--- src/rtl/ether_pkg.sv ---
// Shared types and constants for the RMII receive path.
package ether_pkg;

  typedef logic [1:0] dibit_t;

  typedef enum logic [2:0] {
    RESYNC   = 3'd0,
    IDLE     = 3'd1,
    PREAMBLE = 3'd2,
    DATA     = 3'd3,
    DROP     = 3'd4
  } ether_rx_state;

  localparam dibit_t PREAMBLE_DIBIT = 2'b01;
  localparam dibit_t SFD_DIBIT      = 2'b11;

  // 1528 bytes, four dibits per byte
  localparam int unsigned DEFAULT_MAX_DIBITS = 6112;

endpackage

--- src/rtl/ether_rx_if.sv ---
// RMII receive pins plus the payload stream and frame status pulses.
interface ether_rx_if;
  import ether_pkg::*;

  logic   crsdv;
  dibit_t rxd;
  logic   axiov;
  dibit_t axiod;
  logic   frame_done;
  logic   frame_err;

  // master: PHY side driving the wire and consuming the stream
  modport master (
    output crsdv, rxd,
    input  axiov, axiod, frame_done, frame_err
  );

  modport slave (
    input  crsdv, rxd,
    output axiov, axiod, frame_done, frame_err
  );

endinterface

--- src/rtl/ether_rx.sv ---
// RMII receive front end: strips preamble/SFD and streams payload dibits
// with a fixed one-cycle latency, flagging clean or aborted frame ends.
module ether_rx
  import ether_pkg::*;
#(
  parameter int unsigned MIN_PREAMBLE = 8,
  parameter int unsigned MAX_DIBITS   = DEFAULT_MAX_DIBITS
) (
  input  logic       clk,
  input  logic       rst,
  ether_rx_if.slave  rx
);

  localparam int unsigned PRE_W = $clog2(MIN_PREAMBLE + 2);
  localparam int unsigned CNT_W = $clog2(MAX_DIBITS + 1);

  localparam logic [PRE_W-1:0] PRE_SAT = PRE_W'(MIN_PREAMBLE);
  localparam logic [CNT_W-1:0] CNT_MAX = CNT_W'(MAX_DIBITS);

  ether_rx_state state_q, state_d;

  logic [PRE_W-1:0] pre_cnt_q, pre_cnt_d;
  logic [CNT_W-1:0] pay_cnt_q, pay_cnt_d;
  logic             axiov_q, axiov_d;
  dibit_t           axiod_q, axiod_d;
  logic             done_q, done_d;
  logic             err_q, err_d;

  logic is_pre;
  logic is_sfd;
  logic pre_ok;
  logic pay_full;
  logic pay_clean;

  assign is_pre    = (rx.rxd == PREAMBLE_DIBIT);
  assign is_sfd    = (rx.rxd == SFD_DIBIT);
  assign pre_ok    = (pre_cnt_q >= PRE_SAT);
  assign pay_full  = (pay_cnt_q == CNT_MAX);
  // a well-formed frame carries whole bytes and at least one of them
  assign pay_clean = (pay_cnt_q != '0) && (pay_cnt_q[1:0] == 2'b00);

  // State register
  always_ff @(posedge clk) begin
    if (rst) begin
      state_q <= RESYNC;
    end else begin
      state_q <= state_d;
    end
  end

  // Next-state logic
  always_comb begin
    state_d = state_q;
    unique case (state_q)
      RESYNC: begin
        if (!rx.crsdv) state_d = IDLE;
      end
      IDLE: begin
        if (rx.crsdv) state_d = is_pre ? PREAMBLE : DROP;
      end
      PREAMBLE: begin
        if (!rx.crsdv) begin
          state_d = IDLE;
        end else if (is_pre) begin
          state_d = PREAMBLE;
        end else if (is_sfd && pre_ok) begin
          state_d = DATA;
        end else begin
          state_d = DROP;
        end
      end
      DATA: begin
        if (!rx.crsdv) begin
          state_d = IDLE;
        end else if (pay_full) begin
          state_d = DROP;
        end
      end
      DROP: begin
        if (!rx.crsdv) state_d = IDLE;
      end
      default: state_d = RESYNC;
    endcase
  end

  // Output and counter next values
  always_comb begin
    pre_cnt_d = pre_cnt_q;
    pay_cnt_d = pay_cnt_q;
    axiov_d   = 1'b0;
    axiod_d   = 2'b00;
    done_d    = 1'b0;
    err_d     = 1'b0;
    unique case (state_q)
      IDLE: begin
        if (rx.crsdv && is_pre) pre_cnt_d = PRE_W'(1);
      end
      PREAMBLE: begin
        if (rx.crsdv) begin
          if (is_pre && !pre_ok) begin
            pre_cnt_d = pre_cnt_q + PRE_W'(1);
          end
          if (is_sfd && pre_ok) begin
            pay_cnt_d = '0;
          end
        end
      end
      DATA: begin
        if (rx.crsdv) begin
          if (pay_full) begin
            err_d = 1'b1;
          end else begin
            axiov_d   = 1'b1;
            axiod_d   = rx.rxd;
            pay_cnt_d = pay_cnt_q + CNT_W'(1);
          end
        end else begin
          done_d = pay_clean;
          err_d  = !pay_clean;
        end
      end
      default: begin
        pre_cnt_d = pre_cnt_q;
      end
    endcase
  end

  // Output and counter registers
  always_ff @(posedge clk) begin
    if (rst) begin
      pre_cnt_q <= '0;
      pay_cnt_q <= '0;
      axiov_q   <= 1'b0;
      axiod_q   <= 2'b00;
      done_q    <= 1'b0;
      err_q     <= 1'b0;
    end else begin
      pre_cnt_q <= pre_cnt_d;
      pay_cnt_q <= pay_cnt_d;
      axiov_q   <= axiov_d;
      axiod_q   <= axiod_d;
      done_q    <= done_d;
      err_q     <= err_d;
    end
  end

  assign rx.axiov      = axiov_q;
  assign rx.axiod      = axiod_q;
  assign rx.frame_done = done_q;
  assign rx.frame_err  = err_q;

endmodule

--- src/flat_wrapper.sv ---
// flat-port wrapper written by rule: the top's interface ports become plain ports
module ether_rx_flat import ether_pkg::*;
#(
  parameter int unsigned MIN_PREAMBLE = 8,
  parameter int unsigned MAX_DIBITS   = DEFAULT_MAX_DIBITS
)
  (clk, rst, rx_crsdv, rx_rxd, rx_axiov, rx_axiod, rx_frame_done, rx_frame_err);
  ether_rx_if rx_i ();
  input  logic clk;
  input  logic rst;
  input wire logic [$bits(rx_i.crsdv)-1:0] rx_crsdv;
  input wire logic [$bits(rx_i.rxd)-1:0] rx_rxd;
  output wire logic [$bits(rx_i.axiov)-1:0] rx_axiov;
  output wire logic [$bits(rx_i.axiod)-1:0] rx_axiod;
  output wire logic [$bits(rx_i.frame_done)-1:0] rx_frame_done;
  output wire logic [$bits(rx_i.frame_err)-1:0] rx_frame_err;
  assign rx_i.crsdv = rx_crsdv;
  assign rx_i.rxd = rx_rxd;
  assign rx_axiov = rx_i.axiov;
  assign rx_axiod = rx_i.axiod;
  assign rx_frame_done = rx_i.frame_done;
  assign rx_frame_err = rx_i.frame_err;
  ether_rx #(.MIN_PREAMBLE(MIN_PREAMBLE), .MAX_DIBITS(MAX_DIBITS)) u_core (.clk(clk), .rst(rst), .rx(rx_i));
endmodule
--- config.mk ---
export PLATFORM = sky130hd
export DESIGN_NAME = ether_rx_flat
export DESIGN_NICKNAME = d
export VERILOG_FILES = /design/src/rtl/ether_pkg.sv /design/src/rtl/ether_rx_if.sv /design/src/rtl/ether_rx.sv /design/src/flat_wrapper.sv
export SDC_FILE = /design/constraint.sdc
export NUM_CORES = 1
export LEC_CHECK = 0
export CAP_MARGIN = 10
export CORE_MARGIN = 8
export CORE_UTILIZATION = 26
export DETAILED_ROUTE_END_ITERATION = 7
export PLACE_DENSITY = 0.41
export SYNTH_ARGS = -nofsm -noshare
export SYNTH_HDL_FRONTEND = slang
export SYNTH_SLANG_ARGS = --single-unit
--- constraint.sdc ---
create_clock -name clk -period 2.25 [get_ports clk]
set_input_delay 0.225 -clock clk [delete_from_list [all_inputs] [get_ports clk]]
set_output_delay 0.225 -clock clk [all_outputs]
set_load 0.02 [all_outputs]
* After elaboration in Yosys (flattened, before gate mapping)
Cells that the tools add are included.
** Cells by class
- $lt $le $gt $ge :: 1
- Reductions and logical operators :: 19
- Bitwise logic cells :: 2
- Mux-type cells :: 21
- Equal/unequal tests :: 16
- Add/sub/neg operators :: 2
** Operator list (number)
- $mux 13 :: 4
- $pmux 13 s2 :: 1
- $mux 3 :: 8
- $add 13x1->13 const B :: 1
- $eq 13x13->1 const B :: 1
- $reduce_bool 13->1 :: 1
- $mux 4 :: 3
- $pmux 3 s4 :: 1
- $ne 2x2->1 const B :: 5
- $pmux 4 s2 :: 1
- $eq 3x2->1 const B :: 2
- $ne 2x1->1 const B :: 3
- $reduce_or 3->1 :: 2
- $reduce_and 5->1 :: 1
- $add 4x1->4 const B :: 1
- $ge 4x4->1 const B :: 1
- $logic_and 1x1->1 :: 4
- $reduce_and 4->1 :: 1
- $reduce_bool 2->1 :: 2
- $reduce_or 2->1 :: 2
- $reduce_or 4->1 :: 1
- $eq 3x1->1 const B :: 1
- $eq 3x3->1 const B :: 1
- $logic_not 3->1 :: 1
- 8 further kinds :: 12
** Word-level totals
- Register bits :: 25
- Word-level logic and storage cells :: 68

* Logic depth before layout (Yosys ltp)
Gate-level depths: netlist of run 1.
- Depth after elaboration :: 6
- Mapped depth :: 6
- Gate-level depth less buffers :: 6

* Worst setup path after synthesis of run 1
No wires, ideal clock.
- Kind :: register to register
- Start :: register u_core.state_q[0]
- End :: register u_core.pre_cnt_q[1]
- Required time :: 2.185 ns
- Arrival :: 1.660 ns
- Path buffers :: 0
- Setup slack :: 0.525 ns
- Cell stages (with the launch flop) :: 5
- Library setup time :: 0.065 ns
- Cell sequence :: dfxtp_1 -> or3b_1 -> a2111oi_4 -> mux2_2 -> nor2_1
** On the way
- Cells in the longest elaborated chain, start to end :: 3
** Ends and longest elaborated chain
- start, declared :: RTL line ether_rx.sv:20 : ether_rx_state state_q, state_d;
- start signal, assigned :: RTL line ether_rx.sv:47 : state_q <= state_d;
- $eq 3x2->1 or $eq 3x1->1 (tied branches) :: RTL line ether_rx.sv:94 : unique case (state_q)
- $ne 2x1->1 (no line) (tied with other cells)
- $reduce_and 4->1 (no line)
- end signal, assigned :: RTL line ether_rx.sv:138 : pre_cnt_q <= pre_cnt_d;
- end, declared :: RTL line ether_rx.sv:22 : logic [PRE_W-1:0] pre_cnt_q, pre_cnt_d;
Parallel ways exist; a longest one is shown, timed or not.
A chain may end at the register's enable or synchronous reset.

* Final worst setup path of run 1
Same ends and word-level chain as after synthesis.

==> results by group, run 1 <==
Global routing
  – Largest net degree at the start of global routing: 16
  – Vias in the first global route: roughly 1.1k
  – Initial antenna violation count: 0
  – First-pass GRT wire length: about 5.4 mm
  – Grt total ovfl: 0
  – GRT Resource Usage Total: 0.0891

Cells and area
  – Commonest non-fill, non-tap cells in the layout: dfxtp_1 (25), nor2_1 (14), nand2_1 (11)
  – Layout area overhead: 16.6%
  – Commonest non-fill, non-tap cell in the layout: dfxtp_1
  – Final Util: 0.313
  – Fraction of layout cells with a size suffix above 1: 0.0926
  – Non-Filler Cell Area, Final: 1590 sq um
  – ANT cells: 0
  – Final-stage net count: about 170

Pwr
  – Leakage: approximately 0.00056 uW
  – Peak VDD IR: around 0.19 mV
  – PD cells: a little under 500 nW/um^2

STA
  – Slew headroom: 0.663
  – Measured slew at the worst slew-check pin: just over 0.5 ns
  – Skew final: ~0.0018 ns
  – Fin. max-slew vios: 0
  – Period utilization: 0.878
  – Worst Hold Slack: roughly 0.51 ns
  – Max Freq: a little over 500 MHz
  – Setup TNS: 0 ns
  – Final-report setup violation count: 0
  – RSZ-0062 raised after global routing: no
  – Final Hold Fails: 0
  – Final min period: roughly 2 ns

CTS
  – CTS tree: built
  – # Post-CTS Setup Buffers: 0
  – Clock Latency Late Sink: 0.27 ns
  – Root buffer cell: clkbuf_8
  – CTS Hold Buffers Added: 0
  – Max H-tree Level: 1
  – Num CTS Buffers: 3
  – Clk buf depth: 2
  – Clock transition at the registers of the reported paths: roughly 0.09 ns
  – Post_cts resized: 0
  – Clock tree sinks: 25

Drt
  – # DRC: 0
  – Drt first pass iters: 4
  – Drt initial violations: 47
  – Wire length per cell: approximately 13 um
  – Routed WL: 3.12 mm
  – Routed Antenna Nets: 0
  – Total number of vias: roughly 1.1k
  – Vias per cell: a little under 5

Place
  – Gp weighted congestion: just over 0.7
  – Post-DP HPWL: around 2.3 mm
  – Placed cell areas: between 1500 and 2000 sq um
  – Port bufs: 9

Die
  – Die height: 88.4 um
  – IO Pins: 10
  – Die area: slightly below 8000 sq um
  – CORE AREA: 5070 sq um
  – Width of the chip: just under 90 um
  – Initial core utilization: 0.269
  – Row count: 26

Synth
  – Netlist cell types: 51
  – Post-synthesis register bit count: 25
  – Register area share after synthesis: 0.367
  – Top FF cell, synth: dfxtp_1
  – Synth warn: 0
  – Mapped Cells: about 150
  – EDFF count, synth: 0
  – Synthesized cell area: around 1400 sq um
  – Post-synth ARST share: 0
  – Post-Syn Nets: between 150 and 200
  – Avg Inst Size Synth: approximately 9 sq um

Setup path
  – Crit path kind: reg -> reg
  – Worst EP required: 2.46 ns
  – Startpoint Class: register
  – Max FO, Critical Path: 15
  – WP data arrival: between 2 and 2.5 ns
  – Critical path endpoint category: register

Run status
  – Outcome: completed

Run
  – Max-cap violations: 0

Hold path
  – Hold WC Path Type: reg -> reg
[cells in the mapped netlist, drive strengths merged, types with 2 or more instances]
| cell type | number | area [sq um] |
|---|---|---|
| dfxtp | 25 | 500 |
| nor2 | 14 | 52.6 |
| nand2 | 11 | 41.3 |
| inv | 7 | 26.3 |
| nand2b | 7 | 43.8 |
| a21oi | 6 | 30.0 |
| or3 | 6 | 37.5 |
| xor2 | 5 | 43.8 |
| clkbuf | 4 | 15.0 |
| ha | 4 | 50.1 |
| nand4 | 4 | 31.3 |
| o21ai | 4 | 20.0 |
| and2 | 3 | 18.8 |
| nand3 | 3 | 15.0 |
| nand4b | 3 | 41.3 |
| nor2b | 3 | 18.8 |
| nor3 | 3 | 15.0 |
| nor3b | 3 | 22.5 |
| nor4 | 3 | 33.8 |
| or4 | 3 | 26.3 |
| xnor2 | 3 | 26.3 |
| and4b | 2 | 20.0 |
| buf | 2 | 12.5 |
| o32ai | 2 | 17.5 |
| or3b | 2 | 17.5 |
[worst paths after layout]
check	from	end	slack (ns)	depth (start not counted)
max reg2reg	u_core.state_q[0]$_SDFFE_PP0P_	u_core.pre_cnt_q[1]$_SDFFE_PP0P_	0.27	4
max	u_core.state_q[0]$_SDFFE_PP0P_	u_core.pre_cnt_q[1]$_SDFFE_PP0P_	0.27	4
min	u_core.pay_cnt_q[11]$_SDFFE_PP0P_	u_core.pay_cnt_q[11]$_SDFFE_PP0P_	0.51	2
min reg2reg	u_core.pay_cnt_q[11]$_SDFFE_PP0P_	u_core.pay_cnt_q[11]$_SDFFE_PP0P_	0.51	2
[worst max-delay path: stages (launching register included)]
cell	delay [ns]
dfxtp_1	0.48
or3b_1	0.46
a2111oi_4	0.52
mux2_2	0.38
nor2_1	0.07
[flip-flops by register name (all words and copies together) (netlist names)]
name                  cells
u_core.rx.axiov           1
u_core.pay_cnt_q         13
u_core.rx.axiod           2
u_core.state_q            3
u_core.pre_cnt_q          4
u_core.rx.frame_err       1
u_core.rx.frame_done      1
[logic make-up (layout without fill, tap and decap cells)]
kind of cell / count (synthesis) / after routing / share of synthesized area
and+or+nand+nor: 74 / 74 / 0.348
AOI/OAI and AO/OA: 25 / 25 / 0.142
DFF: 25 / 25 / 0.367
buffers and inverters: 13 / 24 / 0.0394
xor gates and xnor gates: 8 / 8 / 0.0514
adders and majority gates: 4 / 4 / 0.0367
muxes: 2 / 2 / 0.0156
[area by class of cell]
class	count	area, sq um
Timing Repair Buffer	13	120
Sequential cell	25	500
Inverter	7	26.3
Fill cell	551	3480
Clock buffer	3	41.3
Tap cell	70	87.6
Clock inverter	1	5.00
Multi-Input combinational cell	113	810
[per-layer routing]
layer	share of wire	GRT usage	up-vias
met2	0.47	0.138	5
met4	0.0074	0.0323	0
li1	-	-	568
met3	0.021	0.0195	2
met1	0.50	0.117	542
met5	0	0	-
[power by group]
part           switching (uW)  total, uW  internal (uW)
logic                    30.9       58.0           27.1
registers                10.6        456            446
clock network             149        273            124
total                     190        787            597
[stage by stage]
step	total power, uW	instances	setup slack [ns]
2_1_floorplan	503	151	0.525
3_3_place_gp	525	228	0.254
3_5_place_dp	524	228	0.238
4_1_cts	798	232	0.283
5_1_grt	826	232	0.139
6_report	787	232	0.274
(Power assumes the default switching activity.)
==> inputs of run 2 (changes only) <==
CAP_MARGIN = 20   (was 10)
CORE_ASPECT_RATIO = 0.9   (was default)
==> run 2 against run 1 <==
Net effect: clock power is 3% higher; design area rose by 1.3%; die area hardly changed; cell count unchanged; via count hardly changed.
==> results by group, run 2 (same netlist as run 1, synthesis figures left out) <==
Hold path
  – HP Start: u_core.pay_cnt_q[11]$_SDFFE_PP0P_ (unchanged)
  – Hold Path Depth: 2 (unchanged)
  – Hold WC Path Type: reg -> reg (unchanged)

STA
  – Measured slew at the worst slew-check pin: 0.490 ns (was 0.505 ns)
  – Final min period: 1.94 ns (was 1.98 ns)
  – Period utilization: 0.863 (was 0.878)
  – Fin. max-slew vios: 0 (unchanged)
  – Skew final: 0.00526 ns (was 0.00183 ns)
  – Final-report setup violation count: 0 (unchanged)
  – Setup TNS: 0 ns (unchanged)
  – Max Freq: 515 MHz (was 506 MHz)
  – Slew headroom: 0.673 (was 0.663)
  – RSZ-0062 raised after global routing: no (unchanged)
  – Final Hold Fails: 0 (unchanged)

Drt
  – Drt first pass iters: 4 (unchanged)
  – Drt initial violations: 106 (was 47)
  – Vias per cell: 4.82 (was 4.81)
  – Routed Antenna Nets: 0 (unchanged)
  – Wire length per cell: 13.0 um (was 13.5 um)
  – Total number of vias: 1118 (was 1117)
  – Routed WL: 3.01 mm (was 3.12 mm)
  – # DRC: 0 (unchanged)

Setup path
  – Reg2Reg Depth: 4 (unchanged)
  – Startpoint Class: register (unchanged)
  – Worst EP required: 2.47 ns (was 2.46 ns)
  – WP data arrival: 2.16 ns (was 2.19 ns)
  – Max FO, Critical Path: 10 (was 15)
  – Critical path endpoint category: register (unchanged)
  – Crit path kind: reg -> reg (unchanged)
  – Critical Path Source: u_core.state_q[0]$_SDFFE_PP0P_ (unchanged)
  – RR Startpoint: u_core.state_q[0]$_SDFFE_PP0P_ (unchanged)

CTS
  – Clk buf depth: 2 (unchanged)
  – Max H-tree Level: 1 (unchanged)
  – CTS Hold Buffers Added: 0 (unchanged)
  – Clock tree sinks: 25 (unchanged)
  – # Post-CTS Setup Buffers: 0 (unchanged)
  – Post_cts resized: 0 (unchanged)
  – Clock transition at the registers of the reported paths: 0.10 ns (was 0.09 ns)
  – Clock Latency Late Sink: 0.27 ns (about the same)
  – Root buffer cell: clkbuf_8 (unchanged)
  – Num CTS Buffers: 3 (unchanged)
  – CTS tree: built (unchanged)

Global routing
  – Vias in the first global route: 1073 (was 1103)
  – Grt total ovfl: 0 (unchanged)
  – Largest net degree at the start of global routing: 16 (unchanged)
  – GRT Resource Usage Total: 0.0794 (was 0.0891)
  – Initial antenna violation count: 0 (unchanged)
  – First-pass GRT wire length: 5.15 mm (was 5.43 mm)

Run status
  – Outcome: completed (unchanged)

Cells and area
  – Commonest non-fill, non-tap cell in the layout: dfxtp_1 (unchanged)
  – Multi-input gate area in the final layout: 810 sq um (unchanged)
  – Layout Cells excl Fill: 232 (unchanged)
  – Top Registers: u_core.pay_cnt_q x13, u_core.pre_cnt_q x4, u_core.state_q x3 (unchanged)
  – Fillers: 555 (was 551)
  – Max reg flops: 13 (unchanged)
  – ANT cells: 0 (unchanged)
  – FF/Latch Area: 500 sq um (unchanged)
  – Layout area overhead: 18.2% (was 16.6%)
  – Final-stage net count: 175 (was 172)
  – Fraction of layout cells with a size suffix above 1: 0.109 (was 0.0926)
  – Largest Register: u_core.pay_cnt_q (unchanged)
  – Commonest non-fill, non-tap cells in the layout: dfxtp_1 (25), nor2_1 (14), nand2_1 (11) (unchanged)

Place
  – Gp weighted congestion: 0.720 (was 0.725)
  – # placed instances: 228 (unchanged)
  – Post-DP HPWL: 2.28 mm (about the same)
  – Port bufs: 9 (unchanged)

Die
  – Die height: 84.7 um (was 88.4 um)
  – CORE AREA: 5160 sq um (was 5070 sq um)
  – IO Pins: 10 (unchanged)
  – Width of the chip: 92.3 um (was 88.4 um)
  – Initial core utilization: 0.264 (was 0.269)
  – Die area: 7820 sq um (about the same)
  – Row count: 25 (was 26)

Pwr
  – Leakage: 0.000572 uW (was 0.000559 uW)
  – Peak VDD IR: 0.263 mV (was 0.193 mV)
  – PD cells: 495 nW/um^2 (about the same)

Run
  – Max-cap violations: 0 (unchanged)
-- run 2: changes by cell type in the layout (fill, tap and decap cells not counted), sizes merged --
cell | previous run | this run
clkinv | 1 | 0
buf | 4 | 7
clkinvlp | 0 | 1
-- run 2: final timing paths --
| check | endpoint | slack [ns] |
|---|---|---|
| worst max-delay path | u_core.pre_cnt_q[1]$_SDFFE_PP0P_ | 0.31 |
| worst max register to register | u_core.pre_cnt_q[1]$_SDFFE_PP0P_ | 0.31 |
| worst min register to register | u_core.pay_cnt_q[11]$_SDFFE_PP0P_ | 0.50 |
| worst min-delay path | u_core.pay_cnt_q[11]$_SDFFE_PP0P_ | 0.50 |
-- run 2: where the power goes --
| part | internal, uW | switching [uW] |
|---|---|---|
| combinational | 29.0 | 33.9 |
| sequential | 446 | 8.21 |
| clock | 126 | 155 |
-- run 2: final cells by class --
cell class | instances | area share
clock buffers | 3 | 0.0256
multi-input cells | 113 | 0.502
flip-flops and latches | 25 | 0.311
clock inverters | 1 | 0.00466
well taps | 67 | 0.0520
inverters | 7 | 0.0163
repair buffers | 16 | 0.0885
-- run 2: metal layers --
metal / routed length [um] / global-route usage
met3: 84 / 0.0223
met1: 1540 / 0.106
met2: 1360 / 0.122
met5: 0 / 0
met4: 21 / 0.0175
-- run 2: metrics by stage --
step	cell area (sq um)	utilization	worst slack, ns	power (uW)	hold WS [ns]
6_report	1610	0.312	0.308	797	0.505
5_1_grt	1610	0.312	0.187	831	0.531
4_1_cts	1610	0.312	0.307	808	0.506
3_5_place_dp	1560	0.303	0.231	526	0.492
3_3_place_gp	1560	0.303	0.235	527	0.492
2_1_floorplan	1360	-	0.525	503	0.347
-- run 2: critical path, cell delays in order, from the launching register on --
cell       delay, ns
dfxtp_1         0.43
or3b_1          0.43
a2111oi_4       0.55
mux2_2          0.39
nor2_1          0.08
